[config.mk]
export PLATFORM = sky130hd
export DESIGN_NAME = branch_cond_unit
export DESIGN_NICKNAME = d
export VERILOG_FILES = /design/src/rtl/branch_cond_unit.sv
export SDC_FILE = /design/constraint.sdc
export NUM_CORES = 1
export LEC_CHECK = 0
export BUFFER_PORTS_ARGS = -buffer_cell sky130_fd_sc_hd__buf_4
export CORE_MARGIN = 5
export CORE_UTILIZATION = 50
export DETAILED_ROUTE_END_ITERATION = 16
export GPL_TIMING_DRIVEN = 0
export PLACE_DENSITY = 0.77
export SETUP_SLACK_MARGIN = 0.2
export SYNTH_ARGS = -nofsm -noshare
export SYNTH_HDL_FRONTEND = slang
export SYNTH_SLANG_ARGS = --single-unit
[constraint.sdc]
create_clock -name clk -period 3.2 [get_ports clk]
set_clock_uncertainty 0.2 [all_clocks]
set_input_delay 0.32 -clock clk [delete_from_list [all_inputs] [get_ports clk]]
set_output_delay 0.32 -clock clk [all_outputs]
set_load 0.005 [all_outputs]
[src/rtl/branch_cond_unit.sv]
// ---------------------------------------------------------------------------
// branch_cond_unit
//
// Evaluates a branch condition code against the Z/N/V status flags and
// returns a registered taken/not-taken decision together with the next PC.
// Flags written by the ALU in the same cycle are forwarded ahead of the
// status register, so a compare followed directly by a branch needs no stall.
// A single response register forms a one-deep valid/ready pipeline stage.
//
// Ports:
//   clk, rst_n                 clock, asynchronous active-low reset
//   z_in, n_in, v_in           flags from the status register
//   flag_upd_en                ALU writes the flags this cycle
//   z_upd, n_upd, v_upd        flag values being written by the ALU
//   req_valid / req_ready      request handshake
//   req_cond                   4-bit condition code (12..15 reserved)
//   req_pc, req_offset         branch PC and signed byte offset
//   resp_valid / resp_ready    response handshake
//   resp_taken                 branch taken
//   resp_target                next PC
//   resp_illegal               reserved condition code seen
//   flush                      drops the held response and any offered request
//   taken_cnt                  saturating count of consumed taken responses
// ---------------------------------------------------------------------------
module branch_cond_unit #(
   parameter int ADDR_W = 32,
   parameter int PC_INC = 4,
   parameter int CNT_W  = 16
) (
   input  logic              clk,
   input  logic              rst_n,
   input  logic              z_in,
   input  logic              n_in,
   input  logic              v_in,
   input  logic              flag_upd_en,
   input  logic              z_upd,
   input  logic              n_upd,
   input  logic              v_upd,
   input  logic              req_valid,
   output logic              req_ready,
   input  logic [3:0]        req_cond,
   input  logic [ADDR_W-1:0] req_pc,
   input  logic [ADDR_W-1:0] req_offset,
   output logic              resp_valid,
   input  logic              resp_ready,
   output logic              resp_taken,
   output logic [ADDR_W-1:0] resp_target,
   output logic              resp_illegal,
   input  logic              flush,
   output logic [CNT_W-1:0]  taken_cnt
);

   localparam logic [3:0] COND_EQ = 4'd0;
   localparam logic [3:0] COND_NE = 4'd1;
   localparam logic [3:0] COND_LT = 4'd2;
   localparam logic [3:0] COND_GE = 4'd3;
   localparam logic [3:0] COND_GT = 4'd4;
   localparam logic [3:0] COND_LE = 4'd5;
   localparam logic [3:0] COND_MI = 4'd6;
   localparam logic [3:0] COND_PL = 4'd7;
   localparam logic [3:0] COND_VS = 4'd8;
   localparam logic [3:0] COND_VC = 4'd9;
   localparam logic [3:0] COND_AL = 4'd10;
   localparam logic [3:0] COND_NV = 4'd11;

   localparam logic [ADDR_W-1:0] PC_STEP = ADDR_W'(PC_INC);
   localparam logic [CNT_W-1:0]  CNT_MAX = '1;

   // Returns {illegal, taken}; reserved codes are never taken.
   function automatic logic [1:0] cond_eval(input logic [3:0] cond,
                                            input logic z,
                                            input logic n,
                                            input logic v);
      logic lt;
      logic [1:0] res;
      lt  = n ^ v;
      res = 2'b00;
      case (cond)
         COND_EQ: res = {1'b0, z};
         COND_NE: res = {1'b0, ~z};
         COND_LT: res = {1'b0, lt};
         COND_GE: res = {1'b0, ~lt};
         COND_GT: res = {1'b0, ~z & ~lt};
         COND_LE: res = {1'b0, z | lt};
         COND_MI: res = {1'b0, n};
         COND_PL: res = {1'b0, ~n};
         COND_VS: res = {1'b0, v};
         COND_VC: res = {1'b0, ~v};
         COND_AL: res = 2'b01;
         COND_NV: res = 2'b00;
         default: res = 2'b10;
      endcase
      return res;
   endfunction

   // Offset is two's complement; adding its raw bits gives the modulo-2^ADDR_W
   // target, so wrap-around in either direction is silent.
   function automatic logic [ADDR_W-1:0] next_pc(input logic [ADDR_W-1:0] pc,
                                                 input logic signed [ADDR_W-1:0] off,
                                                 input logic taken);
      return taken ? (pc + $unsigned(off)) : (pc + PC_STEP);
   endfunction

   function automatic logic [CNT_W-1:0] sat_inc(input logic [CNT_W-1:0] c);
      return (c == CNT_MAX) ? c : c + 1'b1;
   endfunction

   logic                     z_eff;
   logic                     n_eff;
   logic                     v_eff;
   logic [1:0]               dec_p0;
   logic signed [ADDR_W-1:0] off_p0;
   logic [ADDR_W-1:0]        target_p0;
   logic                     accept;
   logic                     consume;

   logic                     vld_p1;
   logic                     taken_p1;
   logic                     illegal_p1;
   logic [ADDR_W-1:0]        target_p1;
   logic [CNT_W-1:0]         cnt_p1;

   // Stage p0: flag forwarding, condition decode and target calculation
   assign z_eff     = flag_upd_en ? z_upd : z_in;
   assign n_eff     = flag_upd_en ? n_upd : n_in;
   assign v_eff     = flag_upd_en ? v_upd : v_in;
   assign dec_p0    = cond_eval(req_cond, z_eff, n_eff, v_eff);
   assign off_p0    = req_offset;
   assign target_p0 = next_pc(req_pc, off_p0, dec_p0[0]);

   assign req_ready = ~vld_p1 | resp_ready;
   assign accept    = req_valid & req_ready & ~flush;
   assign consume   = vld_p1 & resp_ready;

   // Stage p1: response register; flush overrides both accept and consume
   always_ff @(posedge clk or negedge rst_n) begin
      if (!rst_n) begin
         vld_p1     <= 1'b0;
         taken_p1   <= 1'b0;
         illegal_p1 <= 1'b0;
         target_p1  <= '0;
      end else if (flush) begin
         vld_p1     <= 1'b0;
      end else if (accept) begin
         vld_p1     <= 1'b1;
         taken_p1   <= dec_p0[0];
         illegal_p1 <= dec_p0[1];
         target_p1  <= target_p0;
      end else if (consume) begin
         vld_p1     <= 1'b0;
      end
   end

   // A response flushed in its consume cycle is not counted.
   always_ff @(posedge clk or negedge rst_n) begin
      if (!rst_n) begin
         cnt_p1 <= '0;
      end else if (consume & taken_p1 & ~flush) begin
         cnt_p1 <= sat_inc(cnt_p1);
      end
   end

   assign resp_valid   = vld_p1;
   assign resp_taken   = taken_p1;
   assign resp_illegal = illegal_p1;
   assign resp_target  = target_p1;
   assign taken_cnt    = cnt_p1;

endmodule

==> key figures <==
Run status
  • Status: finished clean

Yosys
  • Top cells by area, synth: dfrtp_1 27%, ha_1 8.7%, xnor2_1 8.0%
  • Yosys top cell area share: 0.270
  • Ys Warns: 0
  • Mapped Avg Cell Area: around 8.2 sq um
  • Synth area leader: dfrtp_1
  • Post-synth EDFFs: 0
  • Register area share after synthesis: 0.270
  • Register bit total from synthesis: 51
  • Netlist cell types: 64
  • Syn nets: 693
  • Cell Area, Synth: approximately 0.0047 sq mm
  • Ys async rst share: 1.00
  • Main synth FF type: dfrtp_1
  • Post-synthesis cell count: between 500 and 600

Clock tree
  • Root buffer cell: clkbuf_8
  • Post-CTS setup buffers: 0
  • CTS tree: built
  • Clock slew seen by the registers of the worst setup and hold paths: about 0.10 ns
  • Total CTS buffers: 5
  • Skew-Pair Late Insertion Delay: between 0.3 and 0.4 ns
  • Maximum clock path buffer count: 2
  • CTS HTree Levels: 2
  • CTS sink cnt: 51

Final layout
  • Non-filler cells, final: approximately 850
  • Layout area overhead: 27.7%
  • Final net count: ~830
  • Layout cell share with drive strength beyond 1: 0.234
  • Design Area, Final: between 0.006 and 0.007 sq mm
  • Inserted Diodes: 0

Pwr
  • Comb power frac: 0.424
  • Clock network fraction of design power: 0.213
  • Sw Ratio: 0.354
  • Peak VDD IR: around 0.00024 V
  • Sw power: just over 0.8 mW
  • Sequential power share: 0.364
  • Total internal power: about 1.5 mW
  • PD cells: between 300 and 400 mW/mm^2
  • Pwr Total: approximately 2.3 mW
  • Lkg Pwr: ~2.8 nW

Setup path
  • Largest delay share family, worst path: compound AO/OA/AOI/OAI gates
  • CP max FO: 3
  • CP max-delay cell: fa_1
  • CP Class: input pin to flip-flop
  • Worst Setup End Kind: flip-flop
  • Reg2Reg Setup Slack: between 0.5 and 0.6 ns
  • Critical path depth: 11
  • CP Launch Point: req_pc[0]
  • Startpoint types: input pin
  • R2R cell count: 5
  • Crit path cell chain: buf_4 -> ha_1 -> fa_1 -> a211oi_4 -> o211ai_2 -> nand3_2 -> o41ai_4 -> a31o_2 -> a41oi_1 -> mux2_1 -> nand3_1
  • RR Startpoint: resp_valid
  • Crit Reg-Reg Endpoint: resp_target[16]
  • Req. time, crit path: between 3 and 4 ns
  • Buf/Inv on CP: 1
  • Worst Setup EP: resp_target[28]
  • Crit-path max cell delay: approximately 0.47 ns
  • WP data arrival: 2.87 ns

STA
  • Unrepaired setup endpoints after global routing: no
  • Crit share post-route: 0.882
  • # setup viols final: 0
  • Final Hold Viols: 0
  • F_max: between 300 and 400 MHz
  • Final Slew Violations: 0
  • Tmin final: about 2.8 ns
  • Slew @ Worst Pin: between 1 and 1.5 ns
  • Max_slew headroom: 0.0972
  • Hold Slack: about 0.046 ns
  • Final setup TNS: 0 ns

Placed design
  • DP Cell Count: between 800 and 900
  • Post-DP HPWL: 11.4 mm
  • I/O Buffers: 130
  • DP Area: around 0.0059 sq mm
  • Final estimated routing congestion in global placement: slightly below 1

GRT
  • Initial antenna violation count: 0
  • Total gr overflow: 0
  • First-pass GRT wire length: around 23 mm
  • Vias in the first global route: 4672
  • Total GRT Usage: 0.240
  • Maximum number of pins on one net before global-route repair: 52

Job
  • Max-Cap Viols: 0

Drt
  • Routed WL: 14.0 mm
  • Initial DRT Pass Iterations: 7
  • Via/cell ratio: 5.69
  • Wire per inst: around 17 microns
  • ANT nets after route: 0
  • Initial detailed-routing violation count: 218
  • Via count: 4829
  • DR DRC count: 0

Worst hold path
  • Hold-critical path depth: 3
  • HP Class: input pin to flip-flop

Floorplanning
  • Die area: between 0.01 and 0.015 sq mm
  • Chip Height: around 110 microns
  • Die Wd: around 110 microns
  • I/O pins: about 130
  • Core ar.: roughly 0.009 sq mm
  • Starting Density: 0.512
  • Num rows: 35
-- kinds of logic after synthesis --
logic type	Yosys count	share of synthesized area
AOI/OAI and AO/OA	144	0.200
xor gates and xnor gates	67	0.124
adders and majority gates	34	0.0914
buffers and inverters	33	0.0338
DFF	51	0.270
muxes	21	0.0497
and+or+nand+nor	229	0.231
-- registers in the layout, indices dropped and copies added, names as in the netlist --
signal        count
taken_cnt        16
resp_illegal      1
resp_valid        1
resp_taken        1
resp_target      32
-- cells in the mapped netlist, types with 8 or more instances --
cell type  instances
nand2_1           74
dfrtp_1           51
nor2_1            47
xnor2_1           43
nand3_1           36
a21oi_1           33
ha_1              33
o21ai_0           27
xor2_1            24
nand4_1           18
clkbuf_1          15
o21ai_1           14
mux2i_1           13
nor3_1            13
a21o_1            12
o211ai_1          11
o21bai_1           9
and3_1             8
inv_1              8
-- power by group through the flow --
stage	clock (mW)	sequential, mW	combinational [mW]
3_3_place_gp	0	0.842	0.937
2_1_floorplan	0	0.834	0.524
4_1_cts	0.497	0.835	0.966
5_1_grt	0.532	0.848	1.07
3_5_place_dp	0	0.847	0.959
6_report	0.489	0.836	0.974
-- area by class of cell --
class | instances | area (sq um)
clock inverter | 2 | 38.8
fill | 811 | 3190
clock buffer | 6 | 82.6
sequential | 51 | 1280
tap | 129 | 161
multi-input combinational | 495 | 3330
timing repair buffer | 132 | 996
inverter | 8 | 30.0
buffer | 25 | 130
-- worst register-to-register path, delay by kind of cell, from the launching register on --
family | cells | cell delay, ns
compound gates | 1 | 0.12
buf+inv | 1 | 0.48
flops | 1 | 0.40
simple gates | 3 | 1.36
-- routing by layer --
metal,track usage,up-vias,routed length (microns)
met2,0.406,145,6750
met3,0.0300,15,795
met1,0.334,2295,6350
met5,0,-,0
li1,-,2374,-
met4,0.0384,0,135
-- cells in the final DEF (no fill, tap or decap), drive strengths merged, types with 2 or more instances in the layout --
cell | netlist | final
nand2 | 74 | 74
nand2b | 5 | 5
buf | 10 | 140
xnor2 | 43 | 43
a41oi | 3 | 3
mux2 | 7 | 7
nor3 | 13 | 13
and4 | 3 | 3
nor2b | 3 | 3
and3 | 8 | 8
o21a | 4 | 4
nand3 | 36 | 36
nor4 | 3 | 3
o31ai | 2 | 2
a221o | 2 | 2
a21oi | 35 | 35
xor2 | 24 | 24
clkbuf | 15 | 21
nor4b | 3 | 3
o211ai | 12 | 12
dfrtp | 51 | 51
dlygate4sd3 | 0 | 2
a31o | 2 | 2
a31oi | 4 | 4
o41ai | 2 | 2
ha | 33 | 33
nand4 | 18 | 18
and2 | 4 | 4
o21ai | 41 | 41
a211oi | 5 | 5
o21bai | 9 | 9
inv | 8 | 9
nand3b | 4 | 4
nor2 | 47 | 47
mux2i | 14 | 14
a21o | 12 | 12
or2 | 4 | 4
-- per-stage QoR --
step / util / setup slack (ns)
after floorplan: - / 0.308
after CTS: 0.651 / 0.276
after global placement: 0.635 / -0.173
after detailed placement: 0.635 / -0.182
final: 0.654 / 0.379
after global routing: 0.654 / 0.221
-- worst min-delay path by stage --
stage	from	endpoint	slack, ns
3_5_place_dp	rst_n	taken_cnt[14]	0.20
2_1_floorplan	rst_n	resp_illegal	-0.18
5_1_grt	req_valid	resp_valid	0.06
4_1_cts	req_valid	resp_valid	0.05
6_report	req_valid	resp_valid	0.05
3_3_place_gp	rst_n	taken_cnt[14]	0.19
-- repair_timing --
action	in CTS	in global routing
gates cloned	0	0
hold buffers	2	0
resized for setup	1	4
setup endpoints to repair	1	2
pin swaps	0	1
endpoints found under the hold margin	52	0
No activity file was read; power rests on OpenSTA's default activity.
